File: config.mk
export PLATFORM = sky130hd
export DESIGN_NAME = redmule_cfg_master_flat
export DESIGN_NICKNAME = d
export VERILOG_FILES = /design/src/rtl/redmule_cfg_master_if.sv /design/src/rtl/redmule_cfg_master.sv /design/src/flat_wrapper.sv
export SDC_FILE = /design/constraint.sdc
export NUM_CORES = 1
export LEC_CHECK = 0
export ABC_AREA = 1
export CAP_MARGIN = 0
export CORE_ASPECT_RATIO = 1.75
export CORE_MARGIN = 5
export CORE_UTILIZATION = 38
export DETAILED_ROUTE_END_ITERATION = 10
export PLACE_DENSITY = 0.77
export SKIP_CTS_REPAIR_TIMING = 1
export SYNTH_ARGS = -nofsm -noshare
export SYNTH_HDL_FRONTEND = slang
export SYNTH_SLANG_ARGS = --single-unit
File: constraint.sdc
create_clock -name clk_i -period 2.2 [get_ports clk_i]
set_input_delay 0.33 -clock clk_i [delete_from_list [all_inputs] [get_ports clk_i]]
set_output_delay 0.33 -clock clk_i [all_outputs]
set_load 0.01 [all_outputs]
File: src/rtl/redmule_cfg_master_if.sv
// rtl/redmule_cfg_master_if.sv - RedMulE 64-bit peripheral configuration bus
interface redmule_cfg_master_if #(
  parameter int unsigned ID_WIDTH = 8
);
  logic                req_o;
  logic [31:0]         add_o;
  logic                wen_o;
  logic [7:0]          be_o;
  logic [63:0]         data_o;
  logic [ID_WIDTH-1:0] id_o;
  logic                gnt_i;
  logic [63:0]         r_data_i;
  logic                r_valid_i;
  logic [ID_WIDTH-1:0] r_id_i;

  modport master (
    output req_o, add_o, wen_o, be_o, data_o, id_o,
    input  gnt_i, r_data_i, r_valid_i, r_id_i
  );

  modport slave (
    input  req_o, add_o, wen_o, be_o, data_o, id_o,
    output gnt_i, r_data_i, r_valid_i, r_id_i
  );
endinterface

File: src/rtl/redmule_cfg_master.sv
// rtl/redmule_cfg_master.sv - RedMulE job programmer: acquire, write IO regs, trigger, wait end-of-job
module redmule_cfg_master #(
  parameter int unsigned         ID_WIDTH    = 8,
  parameter logic [31:0]         BASE_ADDR   = 32'h0000_0000,
  parameter logic [31:0]         IO_REG_OFFS = 32'h40,
  parameter int unsigned         MAX_RETRY   = 16,
  parameter int unsigned         RETRY_GAP   = 4,
  parameter logic [ID_WIDTH-1:0] REQ_ID      = 8'h01
) (
  input  logic                        clk_i,
  input  logic                        rst_ni,
  input  logic                        clear_i,
  input  logic                        start_i,
  input  logic [5:0]                  n_regs_i,
  input  logic                        cfg_valid_i,
  output logic                        cfg_ready_o,
  input  logic [31:0]                 cfg_data_i,
  redmule_cfg_master_if.master        bus,
  input  logic                        evt_i,
  output logic                        busy_o,
  output logic                        done_o,
  output logic [7:0]                  job_id_o,
  output logic                        error_o
);

  localparam int unsigned RW = $clog2(MAX_RETRY + 1);
  localparam int unsigned GW = (RETRY_GAP > 1) ? $clog2(RETRY_GAP) : 1;
  localparam logic [RW-1:0] MAX_CNT   = RW'(MAX_RETRY);
  localparam logic [GW-1:0] GAP_LAST  = GW'(RETRY_GAP - 1);
  localparam logic [31:0]   TRIG_ADDR = BASE_ADDR;
  localparam logic [31:0]   ACQ_ADDR  = BASE_ADDR + 32'h4;
  localparam logic [31:0]   IO_BASE   = BASE_ADDR + IO_REG_OFFS;

  typedef enum logic [2:0] {
    IDLE, ACQ_REQ, ACQ_RSP, ACQ_WAIT, WR_REG, TRIG, WAIT_EVT, DONE
  } state_t;

  state_t        state_q, state_d;
  logic [5:0]    n_regs_q, n_regs_d;
  logic [5:0]    word_cnt_q, word_cnt_d;
  logic [RW-1:0] retry_q, retry_d;
  logic [GW-1:0] gap_q, gap_d;
  logic [7:0]    job_id_q, job_id_d;
  logic          error_q, error_d;
  logic          drain_q, drain_d;
  logic          req_q, req_d;
  logic [31:0]   add_q, add_d;
  logic          wen_q, wen_d;
  logic [31:0]   word_q, word_d;

  logic          launch;
  logic [31:0]   launch_addr;
  logic          launch_wen;
  logic [31:0]   launch_word;
  logic          rsp_hit;
  logic          unused_rdata;

  assign rsp_hit      = bus.r_valid_i && (bus.r_id_i == REQ_ID);
  assign unused_rdata = ^{bus.r_data_i[63:32], bus.r_data_i[30:8]};

  always_comb begin
    state_d     = state_q;
    n_regs_d    = n_regs_q;
    word_cnt_d  = word_cnt_q;
    retry_d     = retry_q;
    gap_d       = gap_q;
    job_id_d    = job_id_q;
    error_d     = error_q;
    drain_d     = drain_q;
    req_d       = req_q;
    add_d       = add_q;
    wen_d       = wen_q;
    word_d      = word_q;
    launch      = 1'b0;
    launch_addr = '0;
    launch_wen  = 1'b0;
    launch_word = '0;
    cfg_ready_o = 1'b0;

    case (state_q)
      IDLE: begin
        if (start_i && !drain_q) begin
          state_d    = ACQ_REQ;
          n_regs_d   = n_regs_i;
          word_cnt_d = '0;
          retry_d    = '0;
          error_d    = 1'b0;
        end
      end
      ACQ_REQ: begin
        if (!req_q) begin
          launch      = 1'b1;
          launch_addr = ACQ_ADDR;
          launch_wen  = 1'b1;
        end else if (bus.gnt_i) begin
          req_d   = 1'b0;
          state_d = ACQ_RSP;
        end
      end
      ACQ_RSP: begin
        if (rsp_hit) begin
          if (!bus.r_data_i[31]) begin
            job_id_d = bus.r_data_i[7:0];
            state_d  = (n_regs_q != 6'd0) ? WR_REG : TRIG;
          end else begin
            retry_d = retry_q + 1'b1;
            if (retry_d == MAX_CNT) begin
              error_d = 1'b1;
              state_d = IDLE;
            end else begin
              gap_d   = '0;
              state_d = ACQ_WAIT;
            end
          end
        end
      end
      ACQ_WAIT: begin
        if (gap_q == GAP_LAST) state_d = ACQ_REQ;
        else                   gap_d   = gap_q + 1'b1;
      end
      WR_REG: begin
        // A word is only taken while the bus is idle, so the in-flight request is the held word.
        if (!req_q) begin
          cfg_ready_o = !clear_i;
          if (cfg_valid_i && !clear_i) begin
            launch      = 1'b1;
            launch_addr = IO_BASE + {24'b0, word_cnt_q, 2'b00};
            launch_word = cfg_data_i;
          end
        end else if (bus.gnt_i) begin
          req_d      = 1'b0;
          word_cnt_d = word_cnt_q + 1'b1;
          if (word_cnt_d == n_regs_q) state_d = TRIG;
        end
      end
      TRIG: begin
        if (!req_q) begin
          launch      = 1'b1;
          launch_addr = TRIG_ADDR;
        end else if (bus.gnt_i) begin
          req_d   = 1'b0;
          state_d = WAIT_EVT;
        end
      end
      WAIT_EVT: begin
        if (evt_i) state_d = DONE;
      end
      DONE: begin
        state_d = IDLE;
      end
      default: begin
        state_d = IDLE;
      end
    endcase

    if (launch) begin
      req_d  = 1'b1;
      add_d  = launch_addr;
      wen_d  = launch_wen;
      word_d = launch_word;
    end

    if (drain_q && rsp_hit) drain_d = 1'b0;

    // An abandoned granted read still owes a response; remember to swallow it.
    if (clear_i) begin
      state_d    = IDLE;
      req_d      = 1'b0;
      word_cnt_d = '0;
      retry_d    = '0;
      gap_d      = '0;
      error_d    = 1'b0;
      if ((state_q == ACQ_RSP && !rsp_hit) || (state_q == ACQ_REQ && req_q && bus.gnt_i))
        drain_d = 1'b1;
    end
  end

  always_ff @(posedge clk_i or negedge rst_ni) begin
    if (!rst_ni) begin
      state_q    <= IDLE;
      n_regs_q   <= '0;
      word_cnt_q <= '0;
      retry_q    <= '0;
      gap_q      <= '0;
      job_id_q   <= '0;
      error_q    <= 1'b0;
      drain_q    <= 1'b0;
      req_q      <= 1'b0;
      add_q      <= '0;
      wen_q      <= 1'b0;
      word_q     <= '0;
    end else begin
      state_q    <= state_d;
      n_regs_q   <= n_regs_d;
      word_cnt_q <= word_cnt_d;
      retry_q    <= retry_d;
      gap_q      <= gap_d;
      job_id_q   <= job_id_d;
      error_q    <= error_d;
      drain_q    <= drain_d;
      req_q      <= req_d;
      add_q      <= add_d;
      wen_q      <= wen_d;
      word_q     <= word_d;
    end
  end

  assign bus.req_o  = req_q;
  assign bus.add_o  = add_q;
  assign bus.wen_o  = wen_q;
  assign bus.be_o   = !req_q ? 8'h00 : (add_q[2] ? 8'hF0 : 8'h0F);
  assign bus.data_o = !req_q ? 64'h0 : (add_q[2] ? {word_q, 32'h0} : {32'h0, word_q});
  assign bus.id_o   = req_q ? REQ_ID : '0;

  assign busy_o   = (state_q != IDLE);
  assign done_o   = (state_q == DONE);
  assign job_id_o = job_id_q;
  assign error_o  = error_q;

endmodule
File: src/flat_wrapper.sv
// flat-port wrapper written by rule: the top's interface ports become plain ports
module redmule_cfg_master_flat 
#(
  parameter int unsigned         ID_WIDTH    = 8,
  parameter logic [31:0]         BASE_ADDR   = 32'h0000_0000,
  parameter logic [31:0]         IO_REG_OFFS = 32'h40,
  parameter int unsigned         MAX_RETRY   = 16,
  parameter int unsigned         RETRY_GAP   = 4,
  parameter logic [ID_WIDTH-1:0] REQ_ID      = 8'h01
)
  (clk_i, rst_ni, clear_i, start_i, n_regs_i, cfg_valid_i, cfg_ready_o, cfg_data_i, evt_i, busy_o, done_o, job_id_o, error_o, bus_req_o, bus_add_o, bus_wen_o, bus_be_o, bus_data_o, bus_id_o, bus_gnt_i, bus_r_data_i, bus_r_valid_i, bus_r_id_i);
  redmule_cfg_master_if #(.ID_WIDTH(ID_WIDTH)) bus_i ();
  input  logic clk_i;
  input  logic rst_ni;
  input  logic clear_i;
  input  logic start_i;
  input  logic [5:0] n_regs_i;
  input  logic cfg_valid_i;
  output logic cfg_ready_o;
  input  logic [31:0] cfg_data_i;
  input  logic evt_i;
  output logic busy_o;
  output logic done_o;
  output logic [7:0] job_id_o;
  output logic error_o;
  output wire logic [$bits(bus_i.req_o)-1:0] bus_req_o;
  output wire logic [$bits(bus_i.add_o)-1:0] bus_add_o;
  output wire logic [$bits(bus_i.wen_o)-1:0] bus_wen_o;
  output wire logic [$bits(bus_i.be_o)-1:0] bus_be_o;
  output wire logic [$bits(bus_i.data_o)-1:0] bus_data_o;
  output wire logic [$bits(bus_i.id_o)-1:0] bus_id_o;
  input wire logic [$bits(bus_i.gnt_i)-1:0] bus_gnt_i;
  input wire logic [$bits(bus_i.r_data_i)-1:0] bus_r_data_i;
  input wire logic [$bits(bus_i.r_valid_i)-1:0] bus_r_valid_i;
  input wire logic [$bits(bus_i.r_id_i)-1:0] bus_r_id_i;
  assign bus_req_o = bus_i.req_o;
  assign bus_add_o = bus_i.add_o;
  assign bus_wen_o = bus_i.wen_o;
  assign bus_be_o = bus_i.be_o;
  assign bus_data_o = bus_i.data_o;
  assign bus_id_o = bus_i.id_o;
  assign bus_i.gnt_i = bus_gnt_i;
  assign bus_i.r_data_i = bus_r_data_i;
  assign bus_i.r_valid_i = bus_r_valid_i;
  assign bus_i.r_id_i = bus_r_id_i;
  redmule_cfg_master #(.ID_WIDTH(ID_WIDTH), .BASE_ADDR(BASE_ADDR), .IO_REG_OFFS(IO_REG_OFFS), .MAX_RETRY(MAX_RETRY), .RETRY_GAP(RETRY_GAP), .REQ_ID(REQ_ID)) u_core (.clk_i(clk_i), .rst_ni(rst_ni), .clear_i(clear_i), .start_i(start_i), .n_regs_i(n_regs_i), .cfg_valid_i(cfg_valid_i), .cfg_ready_o(cfg_ready_o), .cfg_data_i(cfg_data_i), .bus(bus_i), .evt_i(evt_i), .busy_o(busy_o), .done_o(done_o), .job_id_o(job_id_o), .error_o(error_o));
endmodule
==> flow_summary_export.csv <==
group,metric,value,unit
worst_setup_path,reg2regPathDepth,12,
clock_network,htree_levels,3,
route,wl,11800,um
pwr,p_per_area,854,nW/um2
grt,grt_pass1_wl,18900,um
sta,final_hold_viol_count,0,
layout,antenna_cells,0,
clock_network,tritoncts,"done",
placed_design,postPlaceCellArea,5730,um2
layout,postLayoutCoreUtil,57.5,%
clock_network,insertion_delay,0.33,ns
sta,period_minus_slack,2.13,ns
placed_design,dpl.cell_count,812,
clock_network,root_buffer,"clkbuf_16",
floorplan,dieArea,13200,um2
grt,overflow,0,
clock_network,clk_pin_slew,0.06,ns
route,wire_per_inst,14.2,um
yosys,syn_area_per_cell,7.68,um2
floorplan,rows,50,
worst_setup_path,cp.required,1.87,ns
sta,fin_worst_skew,0.00934,ns
run,drv_cap,0,
pwr,p_leak,0.00332,uW
pwr,ir_worst_vdd,783,uV
placed_design,gp_congestion,0.898,
sta,drv_slew,0,
grt,grtUsageTotal,18.0,%
placed_design,io_buffers,156,
worst_setup_path,critPathKind,"reg -> out",
worst_setup_path,reg2reg_setup_slack,0.38,ns
worst_setup_path,worst_setup_path_start_kind,"flip-flop",
sta,fmax,469,MHz
clock_network,cts.sinks,73,
worst_setup_path,r2r_end,"u_core.state_q[0]",
route,antenna_left,0,
layout,stdcell_count,829,
floorplan,initial_core_util,38.9,%
sta,finalCritPeriodShare,96.9,%
worst_setup_path,worstPathArrival,1.80,ns
worst_setup_path,cp_max_fo,32,
layout,stdcell_area,6150,um2
yosys,synthTopCellsByArea,"dfrtp_1, nor2_1, buf_4, nand3_1, nand2_1",
route,routed-via-count,4034,
yosys,synth_top_area_cell,"dfrtp_1",
sta,setup_tns,0,ns
route,vias_per_cell,4.87,
yosys,seq_area_frac_synth,43.9,%
worst_setup_path,end_kind,"output port",
grt,grt_max_degree,74,
floorplan,die_h,148,um
worst_setup_path,timing.rr.start,"u_core.word_cnt_q[0]",
clock_network,cts_made_buffers,9,
layout,nets,817,
yosys,netlist_instances,542,
yosys,yosysWarningCount,0,
clock_network,cts.path.max_buffers,2,
route,firstDrtPassIters,4,
grt,grt_antenna_before_repair,0,
yosys,ys_types,34,
floorplan,core_area,10700,um2
layout,drive_gt1_share,9.44,%
placed_design,dp.final_hpwl,9230,um
route,drtIter0Drc,128,
sta,setup_viol,0,
floorplan,io_pins,244,
yosys,yosysTopAreaCellShare,43.9,%
floorplan,die_x,89.1,um
yosys,netlist_area,4160,um2
layout,syn_to_final_growth,47.8,%
grt,grt_pass1_vias,4060,
hold_path,hp-class,"in -> async",
route,route.detailed.drc,0,
yosys,synth-seq-cells,73,
outcome,outcome,"complete, no violations",
## where the power goes
group | switching (uW) | internal [uW]
Clock | 530 | 932
Sequential | 151 | 1570
Combinational | 1300 | 776
Total | 1980 | 3280
## cells in the mapped netlist
cell type / number
a21o_1: 1
a21oi_1: 13
a21oi_4: 1
a32o_1: 2
buf_2: 5
buf_4: 41
buf_6: 1
clkbuf_1: 12
conb_1: 1
dfrtp_1: 73
ha_1: 4
inv_1: 67
inv_2: 7
mux2_2: 8
nand2_1: 68
nand2_2: 9
nand3_1: 58
nand3_2: 2
nand3b_1: 1
nand4_1: 7
nor2_1: 92
nor2_2: 2
nor2_4: 2
nor3_1: 1
nor3_2: 1
o21ai_0: 43
o21ai_1: 8
o21ai_2: 1
o21bai_1: 1
o22a_1: 1
o22ai_1: 6
o31ai_2: 1
or2_2: 1
xor2_1: 1
## critical path, stage by stage, from the launching register on
cell             delay [ns]
dfrtp_1                0.41
nor2_2                 0.15
inv_1                  0.06
buf_6                  0.18
nor2_1                 0.12
clkdlybuf4s50_1        0.54
## metal layers
metal | wire [um] | vias to the layer above | track usage (%)
li1 | - | 1967 | -
met1 | 4160 | 1879 | 18.9
met2 | 6410 | 168 | 33.4
met3 | 954 | 20 | 3.77
met4 | 255 | 0 | 7.15
met5 | 0 | - | 0
## cell families (layout without fill, tap and decap cells)
| kind of cell | after synthesis | in the layout | share of synthesized area, % |
|---|---|---|---|
| AND/OR/NAND/NOR | 244 | 244 | 25.8 |
| buffers and inverters | 133 | 259 | 16.0 |
| AO/OA/AOI/OAI | 78 | 78 | 10.6 |
| flip-flops | 73 | 73 | 43.9 |
| multiplexers | 8 | 8 | 2.17 |
| adder cells (fa/ha/maj) | 4 | 4 | 1.20 |
| other | 1 | 32 | 0.0901 |
| XOR/XNOR | 1 | 1 | 0.211 |
## state kept, by name, summed over array words and instances (netlist names)
name,cells
u_core.word_cnt_q,6
u_core.error_o,1
u_core.job_id_o,8
u_core.retry_q,5
u_core.n_regs_q,6
u_core.gap_q,2
u_core.bus.req_o,1
u_core.bus.wen_o,1
u_core.state_q,3
u_core.drain_q,1
u_core.word_q,32
u_core.bus.add_o,7
## area by class of cell
cell class              count  area (um2)
inverters                  74         278
well taps                 130         163
clock buffers              11         253
multi-input cells         367        1790
fillers                   949        4550
repair buffers            170        1790
flip-flops and latches     73        1830
clock inverters             4        52.6
## layout by cell type, fill, tap and decap left out, types with 7 or more instances in the layout
cell and count:
conb_1 32, dfrtp_1 73, clkbuf_16 9, nor2_1 91, nand3_1 58, mux2_2 8, a21oi_1 13, nand4_1 7
o21ai_0 43, clkdlybuf4s50_1 119, nand2_1 68, o21ai_1 8, inv_2 7, inv_1 67, nand2_2 9, buf_4 10
dlymetal6s2s_1 36
## worst max-delay path by stage
stage	startpoint	end	slack, ns
after floorplan	u_core.bus.req_o	bus_data_o[10]	0.35
after detailed placement	clear_i	u_core.word_q[24]	0.19
after global placement	clear_i	u_core.bus.add_o[7]	0.23
after global routing	u_core.bus.add_o[2]	bus_data_o[1]	-0.01
final	u_core.bus.add_o[2]	bus_data_o[1]	0.07
after CTS	u_core.bus.add_o[2]	bus_data_o[6]	-0.08
## through the flow
| stage | setup WS [ns] | total power [uW] | hold WS [ns] |
|---|---|---|---|
| floorplan | 0.353 | 3100 | 0.0344 |
| global placement | 0.234 | 3730 | 0.387 |
| detailed placement | 0.191 | 3790 | 0.386 |
| CTS | -0.0795 | 5280 | 0.0331 |
| global route | -0.0101 | 5620 | 0.0481 |
| finish | 0.0692 | 5250 | 0.0237 |
No activity file was read; power rests on OpenSTA's default activity.
